**config.mk**
```make
export PLATFORM = sky130hd
export DESIGN_NAME = fetch_queue
export DESIGN_NICKNAME = d
export VERILOG_FILES = /design/src/rtl/fetch_queue.sv
export SDC_FILE = /design/constraint.sdc
export NUM_CORES = 1
export LEC_CHECK = 0
export CAP_MARGIN = 40
export CORE_AREA = 2 2 152 154
export DETAILED_ROUTE_END_ITERATION = 10
export DIE_AREA = 0 0 154 156
export MAX_ROUTING_LAYER = met4
export PLACE_DENSITY = 0.79
export SLEW_MARGIN = 0
export SYNTH_ARGS = -nofsm -noshare
export SYNTH_HDL_FRONTEND = slang
export SYNTH_SLANG_ARGS = --single-unit
```
**constraint.sdc**
```tcl
create_clock -name clock -period 3.9 [get_ports clock]
set_input_delay 0.39 -clock clock [delete_from_list [all_inputs] [get_ports clock]]
set_output_delay 0.39 -clock clock [all_outputs]
set_load 0.02 [all_outputs]
```
**src/rtl/fetch_queue.sv**
```systemverilog
// fetch_queue: instruction-fetch front end with a DEPTH-entry prefetch FIFO.
// Fetches sequentially from instruction memory, tags each word with its PC,
// and hands {pc, inst} pairs to the RR stage. A redirect flushes everything
// and restarts fetch at a new PC.
//
// Handshake semantics:
//   imem side : a word is accepted on a rising edge where imem_req and imem_ack
//               are both 1. imem_req depends only on reset, redirect and
//               occupancy (never on out_ready), so the memory may see a request
//               withdrawn (full or redirect) and must ignore it. While
//               imem_ack=0 the address is held stable for any number of cycles.
//   out side  : the head entry transfers on a rising edge where out_valid and
//               out_ready are both 1 and no redirect is present. out_valid
//               never depends on out_ready.
//   redirect  : overrides both handshakes on the edge where it is sampled.
module fetch_queue #(
  parameter int unsigned     XLEN     = 32,
  parameter int unsigned     DEPTH    = 4,
  parameter int unsigned     PC_STEP  = 1,
  parameter logic [XLEN-1:0] RESET_PC = '0,
  parameter logic [XLEN-1:0] NOP_INST = XLEN'(32'h00000013)
) (
  input  logic                       clock,
  input  logic                       reset,
  output logic                       imem_req,
  output logic [XLEN-1:0]            imem_addr,
  input  logic                       imem_ack,
  input  logic [XLEN-1:0]            imem_data,
  input  logic                       redirect,
  input  logic [XLEN-1:0]            redirect_pc,
  output logic                       out_valid,
  input  logic                       out_ready,
  output logic [XLEN-1:0]            out_inst,
  output logic [XLEN-1:0]            out_pc,
  output logic [$clog2(DEPTH+1)-1:0] count
);

  localparam int unsigned PTR_W = $clog2(DEPTH);
  localparam int unsigned CNT_W = $clog2(DEPTH+1);

  logic [XLEN-1:0]  fetch_pc;
  logic [PTR_W-1:0] rd_ptr;
  logic [PTR_W-1:0] wr_ptr;
  logic [XLEN-1:0]  pc_mem   [DEPTH];
  logic [XLEN-1:0]  inst_mem [DEPTH];

  logic full;
  logic push;
  logic pop;

  // The request is suppressed when full even if a pop frees a slot this
  // cycle; this keeps imem_req independent of out_ready.
  assign full      = (count == CNT_W'(DEPTH));
  assign imem_req  = reset & ~redirect & ~full;
  assign imem_addr = fetch_pc;

  // imem_req already excludes redirect, so an ack during a redirect is dropped.
  assign push      = imem_req & imem_ack;
  assign out_valid = (count != '0);
  assign pop       = out_valid & out_ready & ~redirect;

  // Head presentation: NOP and PC 0 whenever the queue is empty.
  always_comb begin
    out_inst = NOP_INST;
    out_pc   = '0;
    if (out_valid) begin
      out_inst = inst_mem[rd_ptr];
      out_pc   = pc_mem[rd_ptr];
    end
  end

  // Control state: fetch PC, pointers and occupancy, redirect has priority.
  always_ff @(posedge clock or negedge reset) begin
    if (!reset) begin
      fetch_pc <= RESET_PC;
      rd_ptr   <= '0;
      wr_ptr   <= '0;
      count    <= '0;
    end else if (redirect) begin
      fetch_pc <= redirect_pc;
      rd_ptr   <= '0;
      wr_ptr   <= '0;
      count    <= '0;
    end else begin
      if (push) begin
        wr_ptr   <= wr_ptr + PTR_W'(1);
        fetch_pc <= fetch_pc + XLEN'(PC_STEP);
      end
      if (pop) begin
        rd_ptr <= rd_ptr + PTR_W'(1);
      end
      case ({push, pop})
        2'b10:   count <= count + CNT_W'(1);
        2'b01:   count <= count - CNT_W'(1);
        default: count <= count;
      endcase
    end
  end

  // Entry storage; contents are don't-care until written, so no reset.
  always_ff @(posedge clock) begin
    if (push) begin
      pc_mem[wr_ptr]   <= fetch_pc;
      inst_mem[wr_ptr] <= imem_data;
    end
  end

endmodule

```
Yosys cells after proc, flatten, opt, wreduce, memory -nomap -nowiden
Memories as Yosys holds them, arrays and structs flattened.
Cells that the tools add are included.

cells by class
  eq/ne operators = 3
  add/sub/neg operators = 5
  reductions and logical operators = 4
  bitwise operators = 7
  mux-type cells = 12

operators with widths
  cell                                                 number
  two-way mux 32 bit                                   4
  adder 32 x 1 -> 32 bit, second input constant        1
  two-way mux 2 bit                                    4
  one-hot mux 3 bit (2 select lines)                   1
  nonzero test 3 bit                                   2
  bitwise AND 1 bit                                    5
  adder 2 x 1 -> 2 bit, second input constant          2
  nonzero test 2 bit                                   2
  adder 3 x 1 -> 3 bit, second input constant          1
  equality test 3 bit, second input constant           1
  two-way mux 3 bit                                    1
  subtractor 3 x 1 -> 3 bit, second input constant     1
  equality test 2 x 1 -> 1 bit, second input constant  1
  equality test 2 bit, second input constant           1
  two-way mux 1 bit                                    2
  NOT 1 bit                                            2

word-level totals
  bits of input ports = 69
  output and inout port bits = 101
  RAM bits = 256
  word-level logic and storage cells = 37
  bits in registers = 39
  memories kept = 2

memory list
  name      depth  width  read ports  clocked after memory_dff  wr ports  RTL line  RTL
  inst_mem  4      32     1           0                         1         45        logic [XLEN-1:0] inst_mem [DEPTH];
  pc_mem    4      32     1           0                         1         44        logic [XLEN-1:0] pc_mem [DEPTH];

Longest topological paths before layout
Gate-level depths: netlist of the first run.

  word-level depth = 7
  mapped depth = 9
  depth with buffers taken out = 8

Least setup slack after synthesis of the first run
OpenSTA, ideal clock, no wires.

  kind = reg-to-reg
  from = reg count[2]
  to = mem inst_mem[0][0], enable pin
  data arrival time = 2.974 ns
  path slack = 0.498 ns
  cell stages (with the launch flop) = 5
  data required time = 3.471 ns
  buffers on the path = 1
  period minus slack after synthesis = 3.402 ns
  library setup time = 0.429 ns
  path through = dfrtp_1 nor3b_1 nor2_1 clkbuf_1 and2_1

between the ends
  cells in the longest elaborated chain, start to end = 6

ends and longest elaborated chain
  item                                     RTL line  RTL
  start, declared                          35        output logic [$clog2(DEPTH+1)-1:0] count
  start signal, assigned                   93        2'b10: count <= count + CNT_W'(1);
  start signal, assigned                   94        2'b01: count <= count - CNT_W'(1);
  start signal, assigned                   95        default: count <= count;
  equality test 3 bit                      53        assign full = (count == CNT_W'(DEPTH));
  NOT 1 bit                                54        assign imem_req = reset & ~redirect & ~full;
  bitwise AND 1 bit                        54
  bitwise AND 1 bit                        58        assign push = imem_req & imem_ack;
  two-way mux 1 bit                        102       if (push) begin
  two-way mux 1 bit (implied by the code)  104       inst_mem[wr_ptr] <= imem_data;
  end, declared                            45

No other way between the ends.

Worst setup path after layout of the first run
  from = reg rd_ptr[0]
  to = out out_pc[15]

between the ends
  cells in the longest elaborated chain, start to end = 2

ends and longest elaborated chain
  item                    RTL line  RTL
  start, declared         42        logic [PTR_W-1:0] rd_ptr;
  start signal, assigned  90        rd_ptr <= rd_ptr + PTR_W'(1);
  memory (4 x 32 bit)     n/a
  two-way mux 32 bit      66        if (out_valid) begin
  end, declared           34        output logic [XLEN-1:0] out_pc,

No other way between the ends.

==> metrics.cfg, run 1 <==
[clock_network]
cts_buffers = 29
clock_sinks = 295
cts_tree = built
cts-root-buf = clkbuf_16
htree_levels = 1
clk_latency_ps = 530
path_clk_slew_ps = 60
post-cts-setup-buffers = 0
cts_resized = 0
hold_buffers = 1
cts.path.max_buffers = 3

[route]
drt_pass1_iterations = 5
routed-wl-met3_um = 2050
via_count = 6981
drt_first_iter_violations = 624
met2_length_um = 12300
drc = 0
highest_layer = met4
avgRoutedWirePerCell_um = 22.1
postRouteAntennaNets = 0
viasPerCell = 6.03
drt-met1-wl_um = 10800
wirelength_um = 25500

[floorplanning]
initial_core_util_pct = 53.5
die_height_um = 156
ios = 170
die_area_mm2 = 0.0240
fp.coreArea_mm2 = 0.0224
die_width_um = 154
rows = 55

[layout]
seqCellArea_mm2 = 0.00867
num_antenna_cells = 0
utilization_pct = 67.7
fin_area_mm2 = 0.0151
nNetsFinal = 925
syn_to_final_growth_pct = 26.5
fillers = 1431
drive_gt1_share_pct = 16.3
multi_input_area_mm2 = 0.00314

[global_routing]
grt_first_pass_wirelength_um = 39700
grt_overflow = 0
grt_pass1_vias = 7148
grt_max_degree = 61
antenna_found_initial = 0
track_usage_pct = 22.0

[timing]
hold_violations = 0
maxSlewHeadroom_pct = 48.0
slew_violations = 0
fmaxAchievable_mhz = 297
setup_viol = 0
rsz0062_at_grt = false
period_needed_ps = 3370
tightest_slew_ps = 780
fin_crit_sh_pct = 86.4
fin_worst_skew_ps = 6.25
finalSetupTns_ps = 0

[setup_path]
end_kind = output pin
start_kind = flop
cp.arrival_ps = 2980
cp_max_fo = 26
critPathRequiredTime_ps = 3510
worstSetupPathType = flop to output pin

[yosys]
synth_fp_nets = 743
yosys-top-cells-count = 256 x edfxtp_1, 66 x and2_1, 64 x mux4_2
synth_top_area_cell = edfxtp_1
async_flop_share_pct = 13.2
synth_cell_types = 52
ys_ff_latch = 295
synth.avg_cell_area_um2 = 17.9
synthCells = 668
netlist_area_mm2 = 0.0120
yosysMostFrequentCell = edfxtp_1
yosys_warnings = 0
synthFlopType = edfxtp_1
synth_top_area_share_pct = 64.3
synth-edff-count = 256
ys_top_cells_by_area = edfxtp_1 64%, mux4_2 12%, dfrtp_1 8.2%, and2_1 3.5%, o311ai_0 1.7%
ys_seq_area_share_pct = 72.4

[power]
vdd_drop_max_v = 0.000302
leakagePower_nw = 4.97
p_per_area_mw_per_mm2 = 660

[placed_design]
place_area_mm2 = 0.0141
io_buffers = 169
gp_congestion = 0.863
hpwlAfterDp_um = 15900

[min_path]
hold_class = input port to flop

[outcome]
outcome = finished clean

[job]
cap_violations = 0

flip-flops by register name, indices dropped and copies added (netlist names):
name       cells
inst_mem     128
pc_mem       128
rd_ptr         2
wr_ptr         2
count          3
imem_addr     32
layout by cell type (no fill, tap or decap), types with 3 or more instances in the layout:
master,count
a21o_1,4
a21oi_1,7
a221o_1,4
and2_1,62
and2_4,4
buf_16,4
buf_4,9
bufinv_16,7
clkbuf_1,3
clkbuf_16,29
clkdlybuf4s50_1,168
clkinv_1,6
clkinv_2,5
dfrtp_1,37
edfxtp_1,256
ha_1,5
inv_1,7
mux2i_1,3
mux4_2,64
nand2_1,38
nand2b_1,3
nand3_1,20
nand4_1,8
nor2_1,14
nor3_1,6
o211ai_1,10
o21ai_0,13
o311ai_0,23
or2_2,5
xor2_1,3
logic make-up (layout without fill, tap and decap cells):
kind of cell	Yosys count	in the layout	share of synthesized area (%)
AOI/OAI and AO/OA	75	75	4.70
xor gates and xnor gates	4	4	0.293
adders and majority gates	6	6	0.690
buffers and inverters	42	246	1.43
DFF	295	295	72.4
muxes	67	67	12.3
and+or+nand+nor	179	179	8.16
metrics by stage:
step,hold slack (ps),worst slack (ps),total power [W],instances
2_1_floorplan,94.4,498,0.00566,668
3_3_place_gp,507,1030,0.00703,1097
3_5_place_dp,513,1020,0.00714,1103
4_1_cts,418,460,0.0101,1157
5_1_grt,461,365,0.0104,1157
6_report,432,529,0.00999,1157
worst paths after layout:
| path | start | end | slack (ps) | depth (start not counted) |
|---|---|---|---|---|
| min in group asynchronous | reset | imem_addr[20] | 480 | 3 |
| min reg2reg | wr_ptr[0] | wr_ptr[0] | 580 | 1 |
| max reg2reg | imem_addr[8] | imem_addr[31] | 1140 | 5 |
| max in group asynchronous | reset | rd_ptr[0] | 3000 | 3 |
| max | rd_ptr[0] | out_pc[15] | 530 | 4 |
| min | redirect_pc[1] | imem_addr[1] | 430 | 3 |
report_power, final:
group | switching (W) | total (W) | leakage [nW] | internal [W]
Combinational | 0.00153 | 0.00318 | 1.67 | 0.00164
Sequential | 0.000257 | 0.00386 | 2.80 | 0.00360
Clock | 0.00112 | 0.00296 | 0.496 | 0.00184
worst max-delay path, stage by stage, from the launching register on:
cell             delay [ps]
dfrtp_4                 770
buf_4                   380
mux4_2                  580
and2_1                  180
clkdlybuf4s50_1         540
area by class of cell:
cell class	instances	area share, %
clock buffer	33	4.96
clock inverter	20	1.80
tap	285	2.36
inverter	8	0.198
multi-input combinational	331	20.7
timing repair buffer	185	12.6
sequential	295	57.3
per-layer routing:
layer	GRT usage, %	up-vias
met4	5.34	0
li1	-	3060
met3	3.28	43
met1	31.2	3501
met2	34.5	377
met5	-	-
(Power assumes the default switching activity.)
==> inputs of run 2 (changes only) <==
--- a/config.mk
+++ b/config.mk
@@ -7,6 +7,7 @@
 export LEC_CHECK = 0
 export CAP_MARGIN = 40
 export CORE_AREA = 2 2 152 154
+export CTS_CLUSTER_SIZE = 12
 export DETAILED_ROUTE_END_ITERATION = 10
 export DIE_AREA = 0 0 154 156
 export MAX_ROUTING_LAYER = met4
==> run 2 against run 1 <==
Net effect: hold slack got worse by 11 ps; combinational power about the same; highest routed layer unchanged; sequential cell count unchanged; worst setup slack got worse by 12 ps; largest cell class unchanged; first-iteration DRC count increased by 14%; critical endpoint unchanged; design area decreased by 0.91%; total power decreased by 3.8%; clock-buffer cell count increased by 12; sequential power about the same; clock skew increased by 16 ps.
==> metrics.cfg, run 2 (synthesis gave the netlist of run 1 again) <==
[min_path]
min_to = imem_addr[1]
min_from = redirect_pc[1]
hold_class = input port to flop
whs_path_depth = 3

[global_routing]
grt_max_degree = 61
antenna_found_initial = 0
grt_pass1_vias = 7010
track_usage_pct = 21.8
grt_first_pass_wirelength_um = 39400
grt_overflow = 0

[setup_path]
cp.arrival_ps = 2990
cp_max_fo = 26
rr_worst_depth = 5
start_kind = flop
end_kind = output pin
r2r_end = imem_addr[31]
ff2ff_setup_slack_ps = 1120
worstSetupPathType = flop to output pin
r2r-start = imem_addr[8]
critPathRequiredTime_ps = 3510

[timing]
hold_ws_ps = 421
period_needed_ps = 3380
fin_worst_skew_ps = 21.9
maxSlewHeadroom_pct = 47.0
fin_crit_sh_pct = 86.7
slew_violations = 0
hold_violations = 0
fmaxAchievable_mhz = 296
setup_viol = 0
rsz0062_at_grt = false
tightest_slew_ps = 794
finalSetupTns_ps = 0

[route]
drt_pass1_iterations = 7
drc = 0
routed-wl-met3_um = 2150
drt-met1-wl_um = 11000
avgRoutedWirePerCell_um = 22.1
viasPerCell = 6.07
met2_length_um = 12000
postRouteAntennaNets = 0
wirelength_um = 25500
drt_first_iter_violations = 709
via_count = 7012
highest_layer = met4

[floorplanning]
die_height_um = 156
die_area_mm2 = 0.0240
fp.coreArea_mm2 = 0.0224
die_width_um = 154
ios = 170
rows = 55
initial_core_util_pct = 53.5

[outcome]
outcome = finished clean

[clock_network]
cts_resized = 0
clock_sinks = 295
path_clk_slew_ps = 60
htree_levels = 1
cts-root-buf = clkbuf_16
clk_latency_ps = 540
cts.path.max_buffers = 3
cts_buffers = 30
cts_tree = built

[power]
vdd_drop_max_v = 0.000398
leakagePower_nw = 4.90
p_per_area_mw_per_mm2 = 641

[placed_design]
gp_congestion = 0.863
hpwlAfterDp_um = 15900
io_buffers = 169

[layout]
mostFrequentLayoutCells = 256 x edfxtp_1, 168 x clkdlybuf4s50_1, 64 x mux4_2
num_antenna_cells = 0
layout_commonest_cell = edfxtp_1
syn_to_final_growth_pct = 25.4
nNetsFinal = 926
drive_gt1_share_pct = 15.4

[job]
cap_violations = 0

==> run 2: worst max-delay path, cell delays in order, from the launching register on <==
cell and delay, ps:
dfrtp_4 770, buf_4 380, mux4_2 580, and2_1 180, clkdlybuf4s50_1 540
==> run 2: how the worst max path moves through the flow <==
stage               from              to  slack, ps
2_1_floorplan   count[2]  inst_mem[0][0]        500
3_3_place_gp   rd_ptr[0]      out_pc[15]       1030
3_5_place_dp   rd_ptr[0]      out_pc[15]       1020
4_1_cts        rd_ptr[0]      out_pc[15]        450
5_1_grt        rd_ptr[0]      out_pc[15]        350
6_report       rd_ptr[0]      out_pc[15]        520
==> run 2: power breakdown <==
part	internal [W]	switching, W	total, W
combinational	0.00164	0.00153	0.00317
sequential	0.00360	0.000257	0.00386
clock	0.00150	0.00108	0.00258
==> run 2: through the flow <==
stage / cells / instance area [um2] / setup WS [ps] / total power [W] / util (%)
floorplan: 668 / 12000 / 498 / 0.00566 / -
global route: 1155 / 15000 / 346 / 0.0100 / 67.1
finish: 1155 / 15000 / 517 / 0.00962 / 67.1
detailed placement: 1103 / 14100 / 1020 / 0.00714 / 63.0
CTS: 1155 / 15000 / 445 / 0.00970 / 67.1
global placement: 1097 / 14000 / 1030 / 0.00703 / 62.4
==> run 2: per-layer routing <==
layer / track usage, % / vias to the layer above
met5: - / -
met4: 4.45 / 0
met3: 3.42 / 38
met2: 33.9 / 396
met1: 31.3 / 3513
li1: - / 3065
==> run 2: area by class of cell <==
class / count / area, um2
repair buffers: 185 / 1910
clock inverters: 6 / 26.3
inverters: 8 / 30.0
well taps: 285 / 357
multi-input cells: 331 / 3140
fillers: 1450 / 7370
clock buffers: 45 / 860
flip-flops and latches: 295 / 8670
==> run 2: timing repair <==
| action | in CTS | in global routing |
|---|---|---|
| hold endpoints to repair | 39 | 0 |
| setup buffers | 0 | 0 |
| hold buffers | 1 | 0 |
==> inputs of run 3 (changes only) <==
==> config.mk (replaced) <==
export PLATFORM = sky130hd
export DESIGN_NAME = fetch_queue
export DESIGN_NICKNAME = d
export VERILOG_FILES = /design/src/rtl/fetch_queue.sv
export SDC_FILE = /design/constraint.sdc
export NUM_CORES = 1
export LEC_CHECK = 0
export ABC_AREA = 1
export CAP_MARGIN = 40
export CORE_AREA = 2 2 156 158
export CTS_CLUSTER_SIZE = 12
export DETAILED_ROUTE_END_ITERATION = 10
export DIE_AREA = 0 0 158 160
export MAX_ROUTING_LAYER = met4
export PLACE_DENSITY = 0.79
export SYNTH_ARGS = -nofsm -noshare
export SYNTH_HDL_FRONTEND = slang
export SYNTH_SLANG_ARGS = --single-unit
==> run 3 against run 2 <==
Net effect: register-to-register slack improved by 500 ps; first-iteration DRC count rose by 16%; total power fell by 20%; final cell count rose by 48%; clock skew fell by 8.1 ps; sequential power fell by 4%; non-clock buffer count rose by 1; highest routed layer unchanged.
==> metrics.cfg, run 3 <==
[floorplanning]
die_width_um = 158
die_height_um = 160
initial_core_util_pct = 53.4
rows = 57
die_area_mm2 = 0.0253
fp.coreArea_mm2 = 0.0238
ios = 170

[timing]
fmaxAchievable_mhz = 286
period_needed_ps = 3500
setup_viol = 0
hold_violations = 0
worst_slack_ps = 399
tightest_slew_ps = 740
maxSlewHeadroom_pct = 50.5
hold_ws_ps = 414
rsz0062_at_grt = false
fin_crit_sh_pct = 89.8
slew_violations = 0
fin_worst_skew_ps = 13.8

[setup_path]
cp_max_fo = 41
critical-path-top-delay-family = buffers and inverters
critPathRequiredTime_ps = 3510
cp.arrival_ps = 3110
end_kind = output pin
cpPeakStageDelay_ps = 730
ff2ff_setup_slack_ps = 1620
worstSetupPathType = flop to output pin
path_buf_inv = 3
crit_slowest_cell = dfrtp_2
start_kind = flop
crit_chain = inv_2 -> buf_12 -> nor2_1 -> o21ai_0 -> a21oi_1 -> clkdlybuf4s50_1

[power]
p_per_area_mw_per_mm2 = 489
vdd_drop_max_v = 0.000283
leakagePower_nw = 5.73

[layout]
drive_gt1_share_pct = 6.78
syn_to_final_growth_pct = 23.7
layout_commonest_cell = nor2_1
num_antenna_cells = 0
mostFrequentLayoutCells = 293 x nor2_1, 256 x edfxtp_1, 180 x nand2_1
fin_area_mm2 = 0.0157
nNetsFinal = 1438

[outcome]
outcome = finished clean

[route]
postRouteAntennaNets = 0
viasPerCell = 5.33
drt_first_iter_violations = 821
drc = 0
via_count = 9115
wirelength_um = 29600
avgRoutedWirePerCell_um = 17.3
drt_pass1_iterations = 6

[clock_network]
cts.path.max_buffers = 3
path_clk_slew_ps = 60
clock_sinks = 295
htree_levels = 1
cts_buffers = 30
cts_resized = 0
cts-root-buf = clkbuf_16
clk_latency_ps = 550
cts_tree = built

[yosys]
synth_fp_nets = 1277
yosys_warnings = 0
synth_compound_area_share_pct = 9.19
synthAdderAreaFrac_pct = 0.649
synth_top_area_cell = edfxtp_1
synth_simple_gate_area_share_pct = 17.5
ys_seq_area_share_pct = 68.1
yosys-top-cells-count = 297 x nor2_1, 256 x edfxtp_1, 180 x nand2_1
synthMuxAreaShare_pct = 0
synth-edff-count = 256
ys_ff_latch = 295
synth_xor_area_share_pct = 0.482
synth_cell_types = 35
synth_top_family_by_area = simple AND/OR/NAND/NOR gates
synthFlopType = edfxtp_1
synthCells = 1202
synth.avg_cell_area_um2 = 10.6
async_flop_share_pct = 13.2
ys_top_cells_by_area = edfxtp_1 60%, nor2_1 8.8%, dfrtp_1 7.7%, o21ai_0 5.7%, nand2_1 5.3%
netlist_area_mm2 = 0.0127
synth_top_area_share_pct = 60.4
yosysMostFrequentCell = nor2_1

[placed_design]
io_buffers = 169
gp_congestion = 0.922
place_worst_setup_slack_ps = 927
hpwlAfterDp_um = 18300
place_area_mm2 = 0.0148

[global_routing]
grt_first_pass_wirelength_um = 46300
antenna_found_initial = 0
grt_overflow = 0
track_usage_pct = 24.2
grt_pass1_vias = 8808
grt_max_degree = 83

[job]
cap_violations = 0

[min_path]
hold_class = input port to flop

[run 3: cell count changes after synthesis, moves of 8 or more]
cell | previous run | this run
o311ai_0 | 23 | 3
a21oi_1 | 7 | 67
nor2_1 | 15 | 297
and2_1 | 66 | 0
mux4_2 | 64 | 0
o21ai_0 | 13 | 145
nand3_1 | 20 | 40
inv_1 | 8 | 60
nand2_1 | 38 | 180
buf_2 | 2 | 18
nor2_4 | 0 | 8
[run 3: worst min-delay path: stages]
cell and delay, ps:
clkdlybuf4s50_1 390, nand2_1 60, nand3_1 70
[run 3: power by group]
| group | leakage, nW | switching, W | internal, W | total (W) |
|---|---|---|---|---|
| logic | 2.48 | 0.000762 | 0.000526 | 0.00129 |
| registers | 2.79 | 0.000153 | 0.00355 | 0.00370 |
| clock network | 0.457 | 0.00111 | 0.00161 | 0.00272 |
[run 3: routing by layer]
metal | track usage (%) | share of wire (%)
met5 | - | 0
met4 | 5.57 | 1.8
met3 | 2.69 | 6.2
met2 | 40.3 | 50
met1 | 32.4 | 42
[run 3: metrics by stage]
step	setup TNS [ps]	instances	total power [W]	util, %
after global routing	0	1710	0.00798	66.1
final	0	1710	0.00770	66.1
after CTS	0	1710	0.00774	66.1
after floorplan	-77580	1202	0.00441	-
after detailed placement	0	1654	0.00505	62.1
after global placement	0	1654	0.00502	62.1
[run 3: cell type report]
class                   count  area [um2]
flip-flops and latches    295        8670
fillers                  1829        8080
multi-input cells         784        3570
repair buffers            186        1900
clock buffers              50         888
well taps                 324         405
inverters                  66         254
clock inverters             5        50.0
[run 3: worst paths after layout]
check	startpoint	cells past startpoint	to
setup / recovery	rd_ptr[1]	6	out_pc[17]
hold / removal	redirect_pc[19]	3	imem_addr[19]
setup reg to reg	count[0]	13	count[2]
hold reg to reg	imem_addr[3]	0	pc_mem[0][3]
max in group asynchronous	reset	3	rd_ptr[0]
min in group asynchronous	reset	3	imem_addr[27]
[run 3: logic make-up (layout without fill, tap and decap cells)]
family / after synthesis / after routing
flops: 295 / 295
buf+inv: 123 / 307
simple gates: 544 / 544
compound gates: 227 / 227
fa+ha+maj: 6 / 6
xor+xnor: 7 / 7
[run 3: repair_timing]
action                    in CTS  in global routing
hold buffers                   1                  0
setup buffers                  0                  0
hold endpoints to repair       7                  0
